`src/rtl/s2p_pkg.sv`:
```
// s2p_pkg: shared FSM state encodings, WIDTH limits and count-width helper for serial_to_parallel_chain
package s2p_pkg;
    typedef enum logic {S2P_IDLE = 1'b0, S2P_SHIFT = 1'b1} s2p_state_e;
    localparam int S2P_WIDTH_MIN = 2;
    localparam int S2P_WIDTH_MAX = 32;
    function automatic int s2p_cnt_w(input int frame);
        return $clog2(frame + 1);
    endfunction
endpackage

```
`src/rtl/serial_to_parallel_chain_if.sv`:
```
// serial_to_parallel_chain_if: serial input and valid/ready word output bundle
interface serial_to_parallel_chain_if #(
    parameter int WIDTH = 8
);
    logic             in_bit;
    logic             in_valid;
    logic             in_start;
    logic [WIDTH-1:0] out_data;
    logic             out_valid;
    logic             out_ready;
    logic             overrun;
    logic             parity_err;
    modport master (output in_bit, in_valid, in_start, out_ready,
                    input  out_data, out_valid, overrun, parity_err);
    modport slave  (input  in_bit, in_valid, in_start, out_ready,
                    output out_data, out_valid, overrun, parity_err);
endinterface

```
`src/rtl/s2p_out_buffer.sv`:
```
// s2p_out_buffer: one-entry valid/ready holding register for assembled words
module s2p_out_buffer #(
    parameter int WIDTH = 8
) (
    input  logic             clk_i,
    input  logic             rst_ni,
    input  logic             load_i,
    input  logic [WIDTH-1:0] data_i,
    input  logic             perr_i,
    input  logic             ready_i,
    output logic [WIDTH-1:0] data_o,
    output logic             valid_o,
    output logic             perr_o,
    output logic             full_o
);
    logic [WIDTH-1:0] data_q, data_d;
    logic             valid_q, valid_d, perr_q, perr_d, take;
    // accept a word when empty or draining this cycle; otherwise hold
    always_comb begin
        take    = load_i && (!valid_q || ready_i);
        data_d  = take ? data_i : data_q;
        perr_d  = take ? perr_i : perr_q;
        valid_d = take || (valid_q && !ready_i);
    end
    // buffer registers
    always_ff @(posedge clk_i or negedge rst_ni) begin
        if (!rst_ni) begin
            data_q  <= '0;
            valid_q <= 1'b0;
            perr_q  <= 1'b0;
        end else begin
            data_q  <= data_d;
            valid_q <= valid_d;
            perr_q  <= perr_d;
        end
    end
    assign data_o  = data_q;
    assign valid_o = valid_q;
    assign perr_o  = perr_q;
    assign full_o  = valid_q;
endmodule

```
`src/rtl/serial_to_parallel_chain.sv`:
```
// serial_to_parallel_chain: LSB-first serial-to-word deserializer with start-strobe framing; optional parity via S2P_PARITY_EN
module serial_to_parallel_chain
    import s2p_pkg::*;
#(
    parameter int WIDTH = 8
) (
    input logic                       clk_i,
    input logic                       rst_ni,
    serial_to_parallel_chain_if.slave bus
);
`ifdef S2P_PARITY_EN
    localparam int FRAME = WIDTH + 1;
`else
    localparam int FRAME = WIDTH;
`endif
    localparam int CW = s2p_cnt_w(FRAME);

    if (WIDTH < S2P_WIDTH_MIN || WIDTH > S2P_WIDTH_MAX) begin : g_width_chk
        $error("WIDTH out of range");
    end

    s2p_state_e       state_q, state_d;
    logic [CW-1:0]    cnt_q, cnt_d;
    logic [FRAME-2:0] sh_q, sh_d;
    logic [FRAME-1:0] word;
    logic             done, full, perr, ovr_q, ovr_d;

    assign word = {bus.in_bit, sh_q};
`ifdef S2P_PARITY_EN
    assign perr = ^word;
`else
    assign perr = 1'b0;
`endif

    // framing FSM: start strobe (re)aligns, final bit completes the word
    always_comb begin
        state_d = state_q;
        cnt_d   = cnt_q;
        sh_d    = sh_q;
        done    = 1'b0;
        if (bus.in_valid) begin
            if (bus.in_start) begin
                state_d = S2P_SHIFT;
                cnt_d   = CW'(1);
                sh_d    = (FRAME-1)'(bus.in_bit);
            end else if (state_q == S2P_SHIFT) begin
                if (cnt_q == CW'(FRAME - 1)) begin
                    done    = 1'b1;
                    state_d = S2P_IDLE;
                    cnt_d   = '0;
                end else begin
                    sh_d  = sh_q | ((FRAME-1)'(bus.in_bit) << cnt_q);
                    cnt_d = cnt_q + 1'b1;
                end
            end
        end
        ovr_d = done && full && !bus.out_ready;
    end

    // state, count, shift and overrun registers
    always_ff @(posedge clk_i or negedge rst_ni) begin
        if (!rst_ni) begin
            state_q <= S2P_IDLE;
            cnt_q   <= '0;
            sh_q    <= '0;
            ovr_q   <= 1'b0;
        end else begin
            state_q <= state_d;
            cnt_q   <= cnt_d;
            sh_q    <= sh_d;
            ovr_q   <= ovr_d;
        end
    end

    assign bus.overrun = ovr_q;

    s2p_out_buffer #(.WIDTH(WIDTH)) u_buf (
        .clk_i   (clk_i),
        .rst_ni  (rst_ni),
        .load_i  (done),
        .data_i  (word[WIDTH-1:0]),
        .perr_i  (perr),
        .ready_i (bus.out_ready),
        .data_o  (bus.out_data),
        .valid_o (bus.out_valid),
        .perr_o  (bus.parity_err),
        .full_o  (full)
    );
endmodule

```
`src/flat_wrapper.sv`:
```
// flat-port wrapper written by rule: the top's interface ports become plain ports
module serial_to_parallel_chain_flat import s2p_pkg::*;
#(
    parameter int WIDTH = 8
)
  (clk_i, rst_ni, bus_in_bit, bus_in_valid, bus_in_start, bus_out_ready, bus_out_data, bus_out_valid, bus_overrun, bus_parity_err);
  serial_to_parallel_chain_if #(.WIDTH(WIDTH)) bus_i ();
  input logic clk_i;
  input logic rst_ni;
  input wire logic [$bits(bus_i.in_bit)-1:0] bus_in_bit;
  input wire logic [$bits(bus_i.in_valid)-1:0] bus_in_valid;
  input wire logic [$bits(bus_i.in_start)-1:0] bus_in_start;
  input wire logic [$bits(bus_i.out_ready)-1:0] bus_out_ready;
  output wire logic [$bits(bus_i.out_data)-1:0] bus_out_data;
  output wire logic [$bits(bus_i.out_valid)-1:0] bus_out_valid;
  output wire logic [$bits(bus_i.overrun)-1:0] bus_overrun;
  output wire logic [$bits(bus_i.parity_err)-1:0] bus_parity_err;
  assign bus_i.in_bit = bus_in_bit;
  assign bus_i.in_valid = bus_in_valid;
  assign bus_i.in_start = bus_in_start;
  assign bus_i.out_ready = bus_out_ready;
  assign bus_out_data = bus_i.out_data;
  assign bus_out_valid = bus_i.out_valid;
  assign bus_overrun = bus_i.overrun;
  assign bus_parity_err = bus_i.parity_err;
  serial_to_parallel_chain #(.WIDTH(WIDTH)) u_core (.clk_i(clk_i), .rst_ni(rst_ni), .bus(bus_i));
endmodule
```
`config.mk`:
```
export PLATFORM = sky130hd
export DESIGN_NAME = serial_to_parallel_chain_flat
export DESIGN_NICKNAME = d
export VERILOG_FILES = /design/src/rtl/s2p_pkg.sv /design/src/rtl/serial_to_parallel_chain_if.sv /design/src/rtl/s2p_out_buffer.sv /design/src/rtl/serial_to_parallel_chain.sv /design/src/flat_wrapper.sv
export SDC_FILE = /design/constraint.sdc
export NUM_CORES = 1
export LEC_CHECK = 0
export ABC_CLOCK_PERIOD_IN_PS = 2850
export BUFFER_PORTS_ARGS = -buffer_cell sky130_fd_sc_hd__buf_2
export CELL_PAD_IN_SITES_DETAIL_PLACEMENT = 1
export CELL_PAD_IN_SITES_GLOBAL_PLACEMENT = 1
export CORE_MARGIN = 2
export CORE_UTILIZATION = 45
export CTS_BUF_LIST = sky130_fd_sc_hd__clkbuf_8 sky130_fd_sc_hd__clkbuf_16
export DETAILED_ROUTE_END_ITERATION = 6
export GPL_TIMING_DRIVEN = 0
export PLACE_DENSITY_LB_ADDON = 0.1
export SLEW_MARGIN = 10
export SYNTH_ARGS = -nofsm -noshare
export SYNTH_HDL_FRONTEND = slang
export SYNTH_SLANG_ARGS = --single-unit
```
`constraint.sdc`:
```
create_clock -name clk_i -period 2.85 [get_ports clk_i]
set_input_delay 0.4275 -clock clk_i [delete_from_list [all_inputs] [get_ports clk_i]]
set_output_delay 0.4275 -clock clk_i [all_outputs]
set_load 0.02 [all_outputs]
```
==> run_results.csv, run 1 <==
group,metric,value,unit
pwr,swShare,0.2864,
placement,placed_cell_area,1112,µm²
yosys,synth.avg_cell_area,11.19,µm²
setup_path,r2r_cells,4,
cells_and_area,final_cells,135,
pwr,p_seq_frac,0.541,
detailed_routing,drt_iter0_drc,7,
setup_path,crit_type,"reg2reg",
sta,fmax,0.4758,GHz
pwr,combPwrFrac,0.185,
clock_network,cts_tree,"built",
sta,worst-slew-pin-transition,580.1,ps
cells_and_area,antennaDiodeCount,0,
cells_and_area,drive_above_1_share,0.3178,
yosys,ys_warn_count,0,
setup_path,path_buf_inv,0,
detailed_routing,via_per_inst,5.556,
placement,place_worst_setup_slack,753.0,ps
setup_path,path_max_fanout,9,
sta,rsz0062_at_grt,"no",
flow_run,max_cap_viol_count,0,
pwr,switchingPower,0.1972,mW
global_routing,grt_usage,0.1815,
yosys,postSynthRegisterBits,22,
detailed_routing,drcViolationCount,0,
cells_and_area,final_cell_mix,"22 x dfrtp_1, 16 x buf_2, 12 x nor2_1, 8 x mux2_2, 6 x nand2_1",
clock_network,path_clk_slew,70,ps
sta,max_slew_margin,0.6116,
floorplanning,num_rows,17,
global_routing,grt_pass1_wl,3.429,mm
setup_path,worstPathRequired,3000,ps
sta,drv_slew,0,
setup_path,crit_arrival,2250,ps
yosys,synthFlopType,"dfrtp_1",
floorplanning,die_h,51.31,µm
sta,tns,0,ps
detailed_routing,dr_total_vias,750,
floorplanning,start_util,0.4642,
global_routing,grt_pass1_vias,751,
detailed_routing,routedWlPerCell,14.95,µm
detailed_routing,finalWirelength,2.018,mm
sta,hold_violations,0,
placement,io_buffers,14,
setup_path,cp_slowest_cell,"nor4b_4",
setup_path,crit_path_max_incr_delay,580,ps
cells_and_area,mostFrequentLayoutCell,"dfrtp_1",
outcome,outcome,"complete, no violations",
clock_network,post_cts_resized,0,
yosys,synth_cells,90,
yosys,synth_top_family_by_area,"simple AND/OR/NAND/NOR gates",
placement,hpwl,1.469,mm
yosys,synth_edf_count,0,
yosys,synth_compound_area_frac,0.1130,
clock_network,clock-sinks,22,
cells_and_area,fillers,247,
yosys,yosysSeqAreaShare,0.5466,
yosys,ys_types,31,
pwr,vdd_drop_max,0.0003691,V
setup_path,cp-start-kind,"flop",
pwr,power_frac_clock,0.274,
clock_network,clk_latency,260,ps
yosys,synthAdderAreaFrac,0.01242,
setup_path,cp_top_family,"simple AND/OR/NAND/NOR gates",
yosys,syn_nets,97,
detailed_routing,ant_nets,0,
yosys,async_reset_ff_frac,1.000,
cells_and_area,finish.instance_area,1154,µm²
cells_and_area,ff_latch_area,550.5,µm²
sta,fin_ws,748.2,ps
yosys,synth_simple_gate_area_frac,0.1988,
floorplanning,die_w,51.31,µm
clock_network,cts_buffer_depth,2,
yosys,synth_xor_area_frac,0,
cells_and_area,area_growth_syn_to_layout,14.53,%
sta,finalCritPeriodShare,0.7375,
floorplanning,core_area,2170,µm²
sta,whs,117.7,ps
global_routing,antenna_found_initial,0,
yosys,synthMuxAreaShare,0.08944,
clock_network,h-tree-depth,1,
clock_network,hold_buffers,0,
floorplanning,io_pins,17,
clock_network,root_buffer,"clkbuf_8",
sta,final-setup-viol-count,0,
setup_path,cp-end-kind,"flop",
yosys,netlist_area,1007,µm²
worst_hold_path,hold_path_class,"in2async",
sta,min_period,2102,ps
clock_network,post_cts_buffers,0,
pwr,intPower,0.4913,mW
cells_and_area,design.final.nets,116,
clock_network,cts_buffers,3,
setup_path,path_depth,4,
pwr,power_leakage,0.5839,nW
global_routing,grt_max_degree,23,
sta,skew,4.154,ps
floorplanning,fp.dieArea,2633,µm²
detailed_routing,firstDrtPassIters,4,
cells_and_area,multi_input_area,420.4,µm²
setup_path,crit_chain,"ha_1 -> nand3b_2 -> nor4b_4 -> mux2_2",
placement,gp_congestion,0.7208,
pwr,p_per_area,596.8,nW/µm²
placement,dpl.cell_count,132,
global_routing,grt_overflow,0,
[power groups by stage]
stage	combinational [mW]	clock [mW]	sequential [mW]
after floorplan	0.0771	0	0.385
after global placement	0.125	0	0.376
after detailed placement	0.128	0	0.378
after CTS	0.130	0.196	0.372
after global routing	0.145	0.205	0.377
final	0.127	0.189	0.373
[cells in the mapped netlist (all sizes together), types with 2 or more instances]
cell type | instances | share of area
nand3b | 2 | 0.019
mux2 | 8 | 0.089
o21ai | 5 | 0.025
clkbuf | 3 | 0.011
nand2 | 6 | 0.022
a21oi | 5 | 0.025
a41oi | 4 | 0.035
dfrtp | 22 | 0.55
inv | 2 | 0.0075
nor2 | 12 | 0.045
buf | 3 | 0.017
[per-layer routing]
metal  up-vias  global-route usage  wire length, µm
met5         -                   0                0
met4         0              0.1053               22
met3         2             0.02924               80
met2        18              0.2922             1001
met1       375              0.2309              913
li1        355                   -                -
[flip-flops by register name, summed over array words and instances, names as in the netlist]
name,cells
u_core.u_buf.data_o,8
u_core.bus.overrun,1
u_core.sh_q,7
u_core.cnt_q,4
u_core.u_buf.full_o,1
u_core.state_q,1
[logic make-up (layout without fill, tap and decap cells)]
| logic type | count (synthesis) | in the layout |
|---|---|---|
| adder cells (fa/ha/maj) | 1 | 1 |
| multiplexers | 8 | 8 |
| AO/OA/AOI/OAI | 18 | 18 |
| flip-flops | 22 | 22 |
| AND/OR/NAND/NOR | 32 | 32 |
| buffers and inverters | 8 | 25 |
| other | 1 | 1 |
[worst paths after layout]
| check | slack [ps] | end | start |
|---|---|---|---|
| max | 750 | u_core.u_buf.data_o[3]$_DFFE_PN0P_ | u_core.cnt_q[1]$_DFFE_PN0P_ |
| max reg2reg | 750 | u_core.u_buf.data_o[3]$_DFFE_PN0P_ | u_core.cnt_q[1]$_DFFE_PN0P_ |
| min | 120 | u_core.bus.overrun$_DFF_PN0_ | rst_ni |
| min in group clk_i | 450 | u_core.bus.overrun$_DFF_PN0_ | bus_out_ready |
| max in group asynchronous | 2400 | u_core.u_buf.data_o[5]$_DFFE_PN0P_ | rst_ni |
| min reg2reg | 500 | u_core.sh_q[1]$_DFFE_PN0P_ | u_core.sh_q[1]$_DFFE_PN0P_ |
[through the flow]
| stage | utilization | total power, mW |
|---|---|---|
| after global placement | 0.5127 | 0.5010 |
| final | 0.5317 | 0.6885 |
| after detailed placement | 0.5127 | 0.5066 |
| after floorplan | - | 0.4619 |
| after global routing | 0.5317 | 0.7271 |
| after CTS | 0.5317 | 0.6982 |
[area by class of cell]
cell class,instances,area share
Timing Repair Buffer,14,0.06074
Sequential cell,22,0.4772
Tap cell,28,0.03037
Buffer,6,0.02495
Inverter,2,0.006508
Clock buffer,3,0.03579
Multi-Input combinational cell,60,0.3644
(Power assumes the default switching activity.)
==> inputs of run 2 (changes only) <==
- ABC_CLOCK_PERIOD_IN_PS: 2850 -> 1700
- CORE_UTILIZATION: 45 -> 38
- clock period: 2.85 -> 1.7 ns (I/O delays scaled with it)
==> run 2 against run 1 <==
Effect of this change:
- flip-flop and latch count unchanged
- non-clock buffer count up 3
- via count up 1.7%
- first-iteration DRC count down 57%
- worst setup slack worse by 660 ps
- sequential share of layout area down 2.8 points
- clock-buffer cell count unchanged
- clock skew down 1.2 ps
- critical path depth unchanged
- largest cell class unchanged
- highest routed layer is now met3
==> run_results.csv, run 2 (synthesis gave the netlist of run 1 again) <==
group,metric,value,unit
floorplanning,core_area,2500,µm²
floorplanning,start_util,0.4029,
placement,dpl.cell_count,134,
setup_path,path_max_fanout,8,
pwr,swShare,0.2590,
setup_path,cp_slowest_cell,"dfrtp_1",
pwr,p_total,1.344,mW
clock_network,clk_latency,260,ps
outcome,outcome,"complete, no violations",
cells_and_area,largest_register_ffs,8,
cells_and_area,area_growth_syn_to_layout,21.99,%
cells_and_area,final_cell_mix,"21 x dfrtp_1, 16 x buf_2, 12 x nor2_1, 8 x mux2_2, 6 x nand2_1",
floorplanning,fp.dieArea,3079,µm²
setup_path,r2r_cells,4,
sta,min_period,1610,ps
placement,place_worst_setup_slack,-256.4,ps
sta,skew,2.925,ps
pwr,intPower,0.9959,mW
sta,drv_slew,0,
detailed_routing,finalWirelength,2.138,mm
placement,io_buffers,14,
cells_and_area,drive_above_1_share,0.3514,
setup_path,cp-end-kind,"flop",
setup_path,crit_type,"reg2reg",
sta,rsz0062_at_grt,"no",
detailed_routing,routedWlPerCell,15.16,µm
setup_path,crit_path_max_incr_delay,440,ps
worst_hold_path,hold_path_class,"in2reg",
sta,fmax,0.6212,GHz
clock_network,path_clk_slew,80,ps
detailed_routing,via_per_inst,5.411,
global_routing,grt_pass1_vias,822,
detailed_routing,drt_iter0_drc,3,
floorplanning,io_pins,17,
clock_network,root_buffer,"clkbuf_8",
pwr,combPwrFrac,0.182,
sta,tns,0,ps
setup_path,reg2reg_to,"u_core.u_buf.data_o[3]$_DFFE_PN0P_",
setup_path,cp-start-kind,"flop",
clock_network,cts_tree,"built",
cells_and_area,design.final.nets,119,
worst_hold_path,whs_endpoint,"u_core.u_buf.data_o[7]$_DFFE_PN0P_",
placement,hpwl,1.541,mm
cells_and_area,fillers,277,
setup_path,reg2reg_from,"u_core.cnt_q[3]$_DFFE_PN0P_",
sta,hold_violations,0,
clock_network,cts_buffers,3,
global_routing,grt_max_degree,23,
global_routing,antenna_found_initial,0,
worst_hold_path,min-delay-start,"bus_in_bit",
floorplanning,die_w,55.49,µm
detailed_routing,ant_nets,0,
setup_path,crit_chain,"nand3b_2 -> nor4b_4 -> buf_6 -> mux2_2",
pwr,power_frac_clock,0.358,
detailed_routing,firstDrtPassIters,4,
setup_path,rrSetupSlack,90,ps
placement,gp_congestion,0.7567,
sta,finalCritPeriodShare,0.9470,
cells_and_area,antennaDiodeCount,0,
global_routing,grt_pass1_wl,3.898,mm
pwr,vdd_drop_max,0.0005403,V
cells_and_area,final_cells,141,
clock_network,cts_buffer_depth,2,
floorplanning,die_h,55.49,µm
sta,fin_ws,90.10,ps
clock_network,h-tree-depth,1,
clock_network,clock-sinks,22,
floorplanning,num_rows,18,
pwr,p_seq_frac,0.460,
setup_path,crit_arrival,1760,ps
worst_hold_path,worstHoldPathCells,2,
cells_and_area,mostFrequentLayoutCell,"dfrtp_1",
sta,whs,292.0,ps
pwr,power_leakage,0.6119,nW
global_routing,grt_overflow,0,
detailed_routing,drcViolationCount,0,
setup_path,worstPathRequired,1850,ps
global_routing,grt_usage,0.1585,
flow_run,max_cap_viol_count,0,
detailed_routing,dr_total_vias,763,
pwr,p_per_area,1094,nW/µm²
sta,final-setup-viol-count,0,
pwr,switchingPower,0.3482,mW
[run 2: changes by cell type in the layout (fill, tap and decap cells not counted), sizes merged]
cell         previous run  this run
bufinv                  0         1
dlygate4sd3             0         1
buf                    17        19
[run 2: what timing repair did]
| action | 4_1_cts | 5_1_grt |
|---|---|---|
| pin swaps | 1 | 0 |
| setup buffers | 2 | 0 |
| hold buffers | 1 | 0 |
| gates resized for setup | 0 | 1 |
| hold endpoints to repair | 22 | 0 |
| endpoints found under the setup margin | 8 | 8 |
[run 2: metrics by stage]
step	utilization	cell area [µm²]
after floorplan	-	1021
after global placement	0.4515	1129
after detailed placement	0.4515	1129
after CTS	0.4900	1225
after global routing	0.4915	1229
final	0.4915	1229
[run 2: worst max-delay path, delay by kind of cell, from the launching register on]
| kind | cells | cell delay [ps] |
|---|---|---|
| simple gates | 2 | 550 |
| buf+inv | 1 | 180 |
| mux | 1 | 340 |
| flops | 1 | 440 |
[run 2: metal layers]
layer	track usage	part of all wire	vias to the layer above
met2	0.2670	0.50	15
met3	0.02342	0.035	0
met4	0.04181	0	0
li1	-	-	359
met5	0	0	-
met1	0.2129	0.46	389
[run 2: area by class of cell]
type	instances	area [µm²]	area share
Buffer	6	28.78	0.02342
Clock inverter	1	30.03	0.02444
Tap cell	30	37.54	0.03055
Multi-Input combinational cell	60	432.9	0.3523
Clock buffer	3	41.29	0.03360
Timing Repair Buffer	17	98.84	0.08045
Sequential cell	22	551.8	0.4491
Inverter	2	7.507	0.006110
[run 2: worst max path at each step]
stage,from,end,slack (ps),cells past startpoint
5_1_grt,u_core.cnt_q[0]$_DFFE_PN0P_,u_core.u_buf.data_o[1]$_DFFE_PN0P_,5,5
2_1_floorplan,u_core.cnt_q[1]$_DFFE_PN0P_,u_core.u_buf.data_o[7]$_DFFE_PN0P_,30,4
6_report,u_core.cnt_q[3]$_DFFE_PN0P_,u_core.u_buf.data_o[3]$_DFFE_PN0P_,90,4
4_1_cts,u_core.cnt_q[3]$_DFFE_PN0P_,u_core.u_buf.data_o[3]$_DFFE_PN0P_,60,4
3_3_place_gp,u_core.cnt_q[1]$_DFFE_PN0P_,u_core.u_buf.data_o[2]$_DFFE_PN0P_,-260,4
3_5_place_dp,u_core.cnt_q[1]$_DFFE_PN0P_,u_core.u_buf.data_o[3]$_DFFE_PN0P_,-260,4
[run 2: power groups by stage]
stage / clock [mW] / sequential (mW) / combinational [mW]
floorplan: 0 / 0.650 / 0.135
global placement: 0 / 0.637 / 0.218
detailed placement: 0 / 0.640 / 0.230
CTS: 0.498 / 0.618 / 0.248
global route: 0.527 / 0.627 / 0.275
finish: 0.481 / 0.618 / 0.245
==> inputs of run 3 (changes only) <==
- CORE_ASPECT_RATIO: default -> 0.9
==> run 3 against run 2 <==
Effect of this change:
- worst hold slack got worse by 18 ps
- critical endpoint is now u_core.u_buf.data_o[1]$_DFFE_PN0P_
- clock-buffer cell count increased by 1
- total power decreased by 6.6%
- highest routed layer is now met4
- via count increased by 2.1%
- clock skew increased by 1.2 ps
- maximum frequency decreased by 0.94%
==> run_results.csv, run 3 (synthesis gave the netlist of run 1 again) <==
group,metric,value,unit
outcome,outcome,"complete, no violations",
detailed_routing,firstDrtPassIters,3,
cells_and_area,drive_above_1_share,0.3913,
pwr,vdd_drop_max,0.0006987,V
cells_and_area,area_growth_syn_to_layout,23.98,%
global_routing,grt_usage,0.1691,
setup_path,crit_chain,"ha_4 -> nand3b_4 -> nor4b_4 -> buf_4 -> mux2_2",
placement,placed_cell_area,1126,µm²
placement,io_buffers,14,
worst_hold_path,whs_endpoint,"u_core.u_buf.data_o[7]$_DFFE_PN0P_",
setup_path,cp-end-kind,"flop",
cells_and_area,antennaDiodeCount,0,
global_routing,met2_usage,0.2940,
setup_path,cp_slowest_cell,"dfrtp_2",
sta,min_period,1625,ps
setup_path,reg2reg_to,"u_core.u_buf.data_o[1]$_DFFE_PN0P_",
global_routing,grt_overflow,0,
floorplanning,core_area,2489,µm²
clock_network,cts_tree,"built",
setup_path,path_max_fanout,5,
detailed_routing,routedWlPerCell,15.64,µm
clock_network,clk_latency,260,ps
floorplanning,start_util,0.4047,
global_routing,antenna_found_initial,0,
detailed_routing,ant_nets,0,
global_routing,busiest_layer,"met2",
placement,gp_congestion,0.7929,
clock_network,cts_buffers,3,
clock_network,cts_buffer_depth,2,
pwr,p_per_area,1005,nW/µm²
detailed_routing,dr_total_vias,779,
cells_and_area,design.final.nets,123,
placement,dpl.cell_count,132,
sta,drv_slew,0,
clock_network,h-tree-depth,1,
global_routing,grt_pass1_wl,3.781,mm
cells_and_area,mostFrequentLayoutCell,"dfrtp_1",
sta,fin_ws,74.87,ps
global_routing,globalRouteMet3Util,0.05185,
floorplanning,die_w,58.27,µm
cells_and_area,largest_register_ffs,8,
setup_path,r2r_cells,5,
global_routing,grt_pass1_vias,797,
setup_path,reg2reg_from,"u_core.cnt_q[1]$_DFFE_PN0P_",
global_routing,grt_max_degree,23,
flow_run,max_cap_viol_count,0,
setup_path,cp-start-kind,"flop",
pwr,power_leakage,0.6527,nW
sta,skew,4.078,ps
setup_path,crit_type,"reg2reg",
worst_hold_path,min-delay-start,"bus_in_bit",
cells_and_area,final_cell_mix,"20 x dfrtp_1, 16 x buf_2, 12 x nor2_1, 8 x mux2_2, 7 x buf_4",
global_routing,grt_util_met1,0.1981,
sta,tns,0,ps
floorplanning,num_rows,17,
cells_and_area,finish.instance_area,1249,µm²
placement,hpwl,1.546,mm
clock_network,root_buffer,"clkbuf_8",
worst_hold_path,worstHoldPathCells,2,
setup_path,worstPathRequired,1850,ps
setup_path,rrSetupSlack,70,ps
detailed_routing,via_per_inst,5.448,
cells_and_area,final_cells,143,
clock_network,clock-sinks,22,
cells_and_area,fillers,284,
detailed_routing,drcViolationCount,0,
detailed_routing,drt_iter0_drc,18,
detailed_routing,finalWirelength,2.237,mm
sta,hold_violations,0,
clock_network,path_clk_slew,80,ps
placement,place_worst_setup_slack,-268.4,ps
sta,final-setup-viol-count,0,
sta,finalCritPeriodShare,0.9560,
cells_and_area,final_core_util,0.5018,
floorplanning,fp.dieArea,3079,µm²
floorplanning,io_pins,17,
setup_path,crit_path_max_incr_delay,390,ps
setup_path,crit_arrival,1780,ps
floorplanning,die_h,52.84,µm
sta,fmax,0.6153,GHz
worst_hold_path,hold_path_class,"in2reg",
==> run 3: cell types whose count changed in the layout (fill, tap and decap cells not counted) <==
cell	delta
buf_4	+5
bufinv_16	-1
nand3b_4	+1
nand2_1	-1
clkbuf_8	+1
dfrtp_2	+1
buf_6	-1
dfrtp_1	-1
nand3b_2	-1
nand2_2	+1
==> run 3: worst max-delay path, delay by kind of cell (launching register included) <==
family,cells,cell delay [ps]
mux,1,330
buf+inv,1,200
simple gates,2,420
flops,1,390
fa+ha+maj,1,170
==> run 3: metal layers <==
| layer | vias to the layer above | wire, µm |
|---|---|---|
| li1 | 367 | - |
| met1 | 393 | 1019 |
| met2 | 16 | 1096 |
| met3 | 3 | 103 |
| met4 | 0 | 18 |
| met5 | - | 0 |
==> run 3: worst max path at each step <==
stage	from	to	depth (start not counted)
after floorplan	u_core.cnt_q[1]$_DFFE_PN0P_	u_core.u_buf.data_o[7]$_DFFE_PN0P_	4
after global placement	u_core.cnt_q[1]$_DFFE_PN0P_	u_core.u_buf.data_o[3]$_DFFE_PN0P_	4
after detailed placement	u_core.cnt_q[1]$_DFFE_PN0P_	u_core.u_buf.data_o[2]$_DFFE_PN0P_	4
after CTS	u_core.cnt_q[3]$_DFFE_PN0P_	u_core.u_buf.data_o[5]$_DFFE_PN0P_	4
after global routing	u_core.cnt_q[2]$_DFFE_PN0P_	u_core.u_buf.data_o[0]$_DFFE_PN0P_	4
final	u_core.cnt_q[1]$_DFFE_PN0P_	u_core.u_buf.data_o[1]$_DFFE_PN0P_	5
==> run 3: stage by stage <==
step / total power, mW / hold WS, ps
2_1_floorplan: 0.7858 / -40.59
3_3_place_gp: 0.8567 / 250.6
3_5_place_dp: 0.8651 / 248.6
4_1_cts: 1.256 / 268.3
5_1_grt: 1.330 / 290.5
6_report: 1.255 / 274.2
==> run 3: timing repair <==
item                                    in CTS  in global routing
endpoints found under the setup margin       8                  8
hold endpoints to repair                    22                  0
gates cloned                                 0                  0
gates resized for setup                      0                  3
pin swaps                                    1                  2
setup buffers                                3                  3
hold buffers                                 1                  0
==> run 3: final cells by class <==
cell class,instances,area [µm²],area share
well taps,28,35.03,0.02806
repair buffers,21,125.1,0.1002
clock buffers,4,55.05,0.04409
flip-flops and latches,22,553.0,0.4429
plain buffers,6,28.78,0.02305
multi-input cells,60,444.2,0.3557
inverters,2,7.507,0.006012
==> run 3: report_power, final <==
group          switching [mW]  internal (mW)
Sequential             0.0417          0.579
Combinational           0.147          0.116
Clock                   0.164          0.207
Total                   0.353          0.902
